`src/rtl/conv2d_stream_engine_pkg.sv`:
```
// conv2d_stream_engine_pkg: Sobel coefficient tables plus the kernel, post-processing and FSM state enums
package conv2d_stream_engine_pkg;
  typedef enum logic [1:0] {KSEL_X, KSEL_Y, KSEL_CUSTOM, KSEL_RSVD} kernel_sel_e;
  typedef enum logic [1:0] {POST_RAW, POST_RELU, POST_ABS, POST_RSVD} post_mode_e;
  typedef enum logic [1:0] {IDLE, RUN, DONE} conv_state_e;
  localparam int SOBEL_X [9] = '{-1, 0, 1, -2, 0, 2, -1, 0, 1};
  localparam int SOBEL_Y [9] = '{-1, -2, -1, 0, 0, 0, 1, 2, 1};
endpackage

```
`src/rtl/conv2d_stream_engine_line_buffer.sv`:
```
// conv_line_buffer: DEPTH-deep shift register delaying pixels by one image row; ports clk, rst, push, din in, dout out
module conv_line_buffer #(
  parameter int DEPTH = 32,
  parameter int W = 8
) (
  input  logic         clk,
  input  logic         rst,
  input  logic         push,
  input  logic [W-1:0] din,
  output logic [W-1:0] dout
);
  logic [W-1:0] mem [DEPTH];
  always_ff @(posedge clk) begin
    if (rst) mem <= '{default: '0};
    else if (push) begin
      mem[0] <= din;
      for (int i = 1; i < DEPTH; i++) mem[i] <= mem[i-1];
    end
  end
  assign dout = mem[DEPTH-1];
endmodule

```
`src/rtl/conv2d_stream_engine.sv`:
```
// conv2d_stream_engine: streaming 3x3 convolution with config latch on start_signal, pixel valid/ready in, result valid/ready out, done_signal pulse
module conv2d_stream_engine
  import conv2d_stream_engine_pkg::*;
#(
  parameter int IMG_W = 32,
  parameter int IMG_H = 32,
  parameter int PIX_W = 8,
  parameter int COEF_W = 8,
  localparam int ACC_W = PIX_W + COEF_W + 6
) (
  input  logic                    clk,
  input  logic                    rst,
  input  logic                    start_signal,
  input  logic [1:0]              kernel_sel,
  input  logic [1:0]              post_mode,
  input  logic [9*COEF_W-1:0]     coef_in,
  input  logic                    pixel_valid,
  input  logic [PIX_W-1:0]        pixel_in,
  output logic                    pixel_ready,
  output logic signed [ACC_W-1:0] result_out,
  output logic                    result_valid,
  input  logic                    result_ready,
  output logic                    done_signal
);
  localparam int XW = $clog2(IMG_W);
  localparam int YW = $clog2(IMG_H);
  conv_state_e state, state_n;
  post_mode_e post;
  logic signed [COEF_W-1:0] coef [9];
  logic [XW-1:0] x;
  logic [YW-1:0] y;
  logic fed, accept, load, last_px, x_end, begin_frame;
  logic [PIX_W-1:0] c0 [3];
  logic [PIX_W-1:0] c1 [3];
  logic [PIX_W-1:0] col [3];
  logic [PIX_W-1:0] lb1, lb2;
  logic signed [ACC_W-1:0] acc, post_val;

  function automatic logic signed [ACC_W-1:0] mul(input logic [PIX_W-1:0] p, input logic signed [COEF_W-1:0] k);
    return ACC_W'($signed({1'b0, p})) * ACC_W'(k);
  endfunction

  assign begin_frame = state == IDLE && start_signal;
  assign pixel_ready = state == RUN && !fed && (!result_valid || result_ready);
  assign accept = pixel_valid && pixel_ready;
  assign x_end = x == XW'(IMG_W - 1);
  assign last_px = x_end && y == YW'(IMG_H - 1);
  assign load = accept && x >= XW'(2) && y >= YW'(2);
  assign done_signal = state == DONE;
  // newest window column, top row (y-2) first
  assign col = '{lb2, lb1, pixel_in};

  conv_line_buffer #(.DEPTH(IMG_W), .W(PIX_W)) lb_a (
    .clk(clk), .rst(rst), .push(accept), .din(pixel_in), .dout(lb1)
  );
  conv_line_buffer #(.DEPTH(IMG_W), .W(PIX_W)) lb_b (
    .clk(clk), .rst(rst), .push(accept), .din(lb1), .dout(lb2)
  );

  always_ff @(posedge clk) begin
    if (rst) begin
      for (int k = 0; k < 9; k++) coef[k] <= COEF_W'(SOBEL_X[k]);
      post <= POST_RAW;
    end else if (begin_frame) begin
      for (int k = 0; k < 9; k++)
        coef[k] <= kernel_sel_e'(kernel_sel) == KSEL_Y ? COEF_W'(SOBEL_Y[k]) :
                   kernel_sel_e'(kernel_sel) == KSEL_CUSTOM ? coef_in[k*COEF_W +: COEF_W] : COEF_W'(SOBEL_X[k]);
      post <= post_mode_e'(post_mode);
    end
  end

  always_ff @(posedge clk) begin
    if (rst || begin_frame) begin
      x <= '0;
      y <= '0;
      fed <= 1'b0;
      c0 <= '{default: '0};
      c1 <= '{default: '0};
    end else if (accept) begin
      x <= x_end ? '0 : x + 1'b1;
      y <= x_end ? y + 1'b1 : y;
      fed <= last_px;
      c0 <= c1;
      c1 <= col;
    end
  end

  // reserved post mode falls through to raw
  always_comb begin
    acc = '0;
    for (int r = 0; r < 3; r++)
      acc += mul(c0[r], coef[3*r]) + mul(c1[r], coef[3*r+1]) + mul(col[r], coef[3*r+2]);
    post_val = post == POST_RELU && acc < 0 ? '0 : post == POST_ABS && acc < 0 ? -acc : acc;
  end

  always_ff @(posedge clk) begin
    if (rst) begin
      result_out <= '0;
      result_valid <= 1'b0;
    end else if (load) begin
      result_out <= post_val;
      result_valid <= 1'b1;
    end else if (result_ready) result_valid <= 1'b0;
  end

  // once the last pixel is in, the next handshake is the final result
  always_ff @(posedge clk) state <= rst ? IDLE : state_n;

  always_comb begin
    state_n = state == IDLE ? (start_signal ? RUN : IDLE) :
              state == RUN ? (fed && result_valid && result_ready ? DONE : RUN) : IDLE;
  end
endmodule

```
`config.mk`:
```
export PLATFORM = sky130hd
export DESIGN_NAME = conv2d_stream_engine
export DESIGN_NICKNAME = d
export VERILOG_FILES = /design/src/rtl/conv2d_stream_engine_pkg.sv /design/src/rtl/conv2d_stream_engine_line_buffer.sv /design/src/rtl/conv2d_stream_engine.sv
export SDC_FILE = /design/constraint.sdc
export NUM_CORES = 2
export LEC_CHECK = 0
export ABC_AREA = 1
export BUFFER_PORTS_ARGS = -buffer_cell sky130_fd_sc_hd__buf_2
export CORE_UTILIZATION = 50
export DETAILED_ROUTE_END_ITERATION = 8
export PLACE_DENSITY = 0.66
export SYNTH_ARGS = -nofsm -noshare
export SYNTH_HDL_FRONTEND = slang
export SYNTH_SLANG_ARGS = --single-unit
```
`constraint.sdc`:
```
create_clock -name clk -period 9.6 [get_ports clk]
set_clock_uncertainty 0.05 [all_clocks]
set_input_delay 1.44 -clock clk [delete_from_list [all_inputs] [get_ports clk]]
set_output_delay 1.44 -clock clk [all_outputs]
set_load 0.02 [all_outputs]
```
# Yosys cells after proc, flatten, opt, wreduce, memory -nomap -nowiden
# Memories as Yosys holds them, arrays and structs flattened.
# Index checks and enable logic that the tools add are counted.
dict set report word_totals {
  reg_bits 598
  latchBits 0
  mem_bits_rw 72
  mem_bits_ro 0
  input_bits 89
  out_inout_bits 25
  mem_count 1
}
# memory depth width rd rd_clocked_by_memory_dff wr line_no
set memory_table {}
lappend memory_table {coef 9 8 9 0 9 conv2d_stream_engine.sv:29} ;# logic signed [COEF_W-1:0] coef [9];
dict set report op_classes {
  addsub 11
  n_mul 9
  div 0
  order_cmp 3
  n_eq_ne 8
  shift 0
  n_mux 41
  bitwise 9
  reduce_logical 18
}
# operator n
set ops {}
lappend ops {{$mux W8} 27}
lappend ops {{$mul A9 B8 Y17} 9}
lappend ops {{$add A18 B17 Y19} 3}
lappend ops {{$add A17 B17 Y18} 3}
lappend ops {{$mux W22} 2}
lappend ops {{$neg A22 Y22} 1}
lappend ops {{$add A20 B19 Y21} 1}
lappend ops {{$lt A21 B1 Y1 const B} 1}
lappend ops {{$add A19 B19 Y20} 1}
lappend ops {{$logic_and A1 B1 Y1} 11}
lappend ops {{$add A5 B1 Y5 const B} 2}
lappend ops {{$eq A5 B5 Y1 const B} 2}
lappend ops {{$ge A5 B2 Y1 const B} 2}
lappend ops {{$or A1 B1 Y1} 9}
lappend ops {{$mux W1} 8}
lappend ops {{$eq A2 B1 Y1 const B} 3}
lappend ops {{$eq A2 B2 Y1 const B} 3}
lappend ops {{$mux W2} 3}
lappend ops {{$mux W5} 1}
lappend ops {{$logic_not A1 Y1} 2}
lappend ops {{$logic_not A2 Y1} 1}
lappend ops {{$logic_or A1 B1 Y1} 2}
lappend ops {{$reduce_and A2 Y1} 1}
lappend ops {{$reduce_bool A2 Y1} 1}

# Depth between registers and ports, before layout
dict set report logic_depth {
  word_depth 9
  ltp_mapped 39
}

# By module
# A second synthesis with hierarchy kept.
dict set report unflattened {
  cells_unflattened 6928
  area_unflattened_um2 51164.1
}
# mod n_inst cells_each area_each_um2 seq_area_each_um2
set modules_own_cells {}
lappend modules_own_cells {conv2d_stream_engine 1 3668 29593.4 3883.7}
lappend modules_own_cells {conv_line_buffer 2 1630 10785.3 5124.9}

# Worst setup path before layout
# Ideal clock, no wire load.
dict set report synth_timing {
  kind {input -> register}
  startpoint {input pixel_in[0]}
  endpoint {register result_out[19]}
  setup_ps 134
  arrival_time_ps 8352
  t_required_ps 9416
  slack_ps 1065
  path_stages 31
  cell_sequence {clkbuf_1 -> or2_2 -> fa_1 -> fa_1 -> inv_1 -> fa_1 -> fa_1 -> fa_1 -> fa_1 -> inv_1 -> fa_1 -> fa_1 -> fa_1 -> inv_1 -> fa_1 -> ha_1 -> nand2_1 -> nand2_1 -> inv_1 -> nand3_2 -> nand2_1 -> nand2_2 -> a21oi_1 -> nand2_1 -> nand2_2 -> nand2_4 -> inv_4 -> buf_4 -> nand3_1 -> nand3_1 -> a21oi_1}
}
dict set report synth_via {
  elab_chain_cells 7
  word_cells_on_any_way 9
  classes_between {3 x add/sub; 1 x mul; 1 x order compare; 2 x mux; 2 x reduce/logical}
}
# element line_no
set synth_lines {}
lappend synth_lines {{start: declaration} conv2d_stream_engine.sv:18} ;# input logic [PIX_W-1:0] pixel_in,
lappend synth_lines {{$mul A9 B8 Y17 (*)} conv2d_stream_engine.sv:40} ;# return ACC_W'($signed({1'b0, p})) * ACC_W'(k);
lappend synth_lines {{$add A18 B17 Y19 (*)} conv2d_stream_engine.sv:92} ;# acc += mul(c0[r], coef[3*r]) + mul(c1[r], coef[3*r+1]) + mul(col[r], coef[3*r+2]);
lappend synth_lines {{$add A20 B19 Y21 (*)} conv2d_stream_engine.sv:92}
lappend synth_lines {{$lt A21 B1 Y1} conv2d_stream_engine.sv:93} ;# post_val = post == POST_RELU && acc < 0 ? '0 : post == POST_ABS && acc < 0 ? -acc : acc;
lappend synth_lines {{$logic_and A1 B1 Y1} conv2d_stream_engine.sv:93}
lappend synth_lines {{$mux W22} conv2d_stream_engine.sv:93}
lappend synth_lines {{$mux W22 (*)} conv2d_stream_engine.sv:93}
lappend synth_lines {{end signal: assignment} conv2d_stream_engine.sv:101} ;# result_out <= post_val;
lappend synth_lines {{end: declaration} conv2d_stream_engine.sv:20} ;# output logic signed [ACC_W-1:0] result_out,
# Mark *: on every way between the ends. The rest lies on a longest branch, timed or not.
# A chain may end at the register's enable or synchronous reset.

==> impl_results.md <==
- Initial drt markers: 2,543
- Layout area overhead: 7.78%
- Yosys warnings: 0
- Most common cell after layout, fill and taps aside: nor2_1
- Io pins: 114
- Share of layout cells above drive strength 1: 0.0562
- Root Buffer: clkbuf_16
- Final number of setup-violating endpoints: 0
- Filler Cells Inserted: 8,735
- Reg2reg start: coef[0][15]
- Tmin final: 8.76 ns
- Clk slew on worst S/H paths: 0.06 ns
- First-pass GRT wire length: 186,000 um
- Worst hold stages: 2
- Antenna violations before repair: 6
- Mapped Area: 46,800 sq um
- Max_cap viols: 0
- R2R setup slack: 0.84 ns
- Worst min path class: register to register
- Gpl congestion: 0.942
- Hold WS: 0.408 ns
- Largest net degree at the start of global routing: 241
- RSZ-0062 raised after global routing: no
- Hold path start: result_out[11]
- # hold bufs at CTS: 0
- Slowest stage cell, crit path: edfxtp_1
- Top cells by area, synth: dfxtp_1 (26%), fa_1 (25%), nor2_1 (9.7%)
- Cell accounting for the most synthesized area: dfxtp_1
- Ys flop type: dfxtp_1
- Most frequent cells in the layout: nor2_1 (1,208), inv_1 (1,192), nand2_1 (778)
- Most common cell on crit path: fa_1
- Slew Viols, Final: 0
- Critical Path Fanout Max: 21
- # rows: 111
- Slew headroom: 0.273
- Post-DP HPWL: 87,200 um
- Die outline width: 308 um
- Final Hold Viols: 0
- Max incr delay on CP: 0.64 ns
- Worst-case reg-to-reg path depth: 35
- Share of synthesized registers carrying an async set or reset: 0
- WS Path Type: register to register
- Antenna viol nets, final: 0
- Routed WL: 116,000 um
- Post-CTS setup buffers: 0
- F_max: 114 MHz
- Crit end category: register
- Die H: 308 um
- Arrival @ worst endpoint: 9.22 ns
- Remaining Overflow, GRT: 0
- Vias per inst: 4.91
- Yosys top cell area share: 0.256
- Initial Utilization: 0.507
- CTS Buf Count: 75
- Drt drc: 0
- Worst R2R End: result_out[16]
- Final Util: 0.547
- Buffers on Ports: 113
- Resized cells post-CTS: 0
- Clock sinks: 670
- Clk Latency, worst-skew pair: 0.65 ns
- Crit start category: register
- Vias in the first global route: 34,400
- Std-Cell Core Area: 92,200 sq um
- Sum Neg Setup Slack: 0 ns
- Synthesized flop and latch total: 670
- Synth cell types: 39
- Worst-margin pin slew: 1.09 ns
- Status: complete, no violations
- H-Tree Depth: 3
- Register area share after synthesis: 0.302
- First-pass DRT Iterations: 6
- Die ar.: 94,800 sq um
- DR WL/cell: 16.5 um
- CTS tree: built
- Required time worst endpoint: 10.06 ns
- Syn Area/Cell: 8.01 sq um
- Final net count: 6,686
- Total vias in the final route: 34,500
- Mapped Nets: 6,807
- Hold EP: result_out[11]
- GRT Util Overall: 0.251
- Clock tree buffer depth: 3
- Synth Instances: 5,843
- Number of enable flip-flop cells after synthesis: 72
- Final Cycle Share: 0.912
registers in the layout (all words and copies together) (netlist names):
name,cells
lb_b.dout,8
lb_a.dout,8
x,5
c0,24
coef,72
result_valid,1
state,2
fed,1
lb_a.mem,248
c1,24
result_out,22
lb_b.mem,248
post,2
y,5
logic make-up (layout without fill, tap and decap cells):
| group | Yosys count | after routing | synth area share |
|---|---|---|---|
| xor+xnor | 15 | 15 | 0.00281 |
| flops | 670 | 670 | 0.302 |
| compound gates | 621 | 621 | 0.0670 |
| other cells | 0 | 1 | 0 |
| simple gates | 2122 | 2122 | 0.176 |
| buf+inv | 1540 | 1478 | 0.126 |
| fa+ha+maj | 875 | 875 | 0.326 |
worst max path at each step:
stage / start / to / cells after the start
finish: coef[0][15] / result_out[16] / 35
detailed placement: pixel_in[0] / result_out[16] / 32
floorplan: pixel_in[0] / result_out[19] / 31
CTS: coef[0][15] / result_out[16] / 35
global route: coef[0][15] / result_out[14] / 34
global placement: pixel_in[0] / result_out[16] / 32
cell usage after synthesis, types with 11 or more instances:
cell      count
or2_2        34
nand4_1      11
buf_1        59
a21oi_1      71
clkbuf_1    220
ha_1        301
nand3_1      59
fa_1        574
inv_1      1193
nor2_1     1209
dfxtp_1     598
nand2_1     779
buf_2        56
o21ai_0     539
edfxtp_1     72
cell type report:
class                           instances  area (sq um)  share of cell area
Antenna cell                            1          2.50           0.0000496
Clock buffer                          106          2190              0.0434
Clock inverter                         30           408             0.00809
Inverter                             1202          4530              0.0899
Multi-Input combinational cell       3633         26800               0.531
Sequential cell                       670         14100               0.280
Tap cell                             1243          1560              0.0308
Timing Repair Buffer                  140           806              0.0160
metrics by stage:
stage                     cells  setup WS [ns]  area (sq um)
after detailed placement   6888          0.494         47800
after global routing       7024          0.434         50400
after CTS                  7024          0.819         50400
final                      7025          0.843         50400
after global placement     6888          0.546         47800
after floorplan            5843           1.06         46800
layer usage:
metal,track usage,part of all wire
met1,0.334,0.44
met2,0.408,0.46
met3,0.0377,0.053
met4,0.110,0.045
met5,0,0.00051
worst max-delay path, delay by kind of cell, from the launching register on:
| family | cells | cell delay (ns) |
|---|---|---|
| adder cells (fa/ha/maj) | 11 | 5.23 |
| AND/OR/NAND/NOR | 15 | 1.55 |
| buffers and inverters | 8 | 1.08 |
| flip-flops | 1 | 0.64 |
| AO/OA/AOI/OAI | 1 | 0.05 |
Power is left out: the tool's default activity adds up to more than one toggle a clock period on the data nets, which glitch-free logic cannot reach.
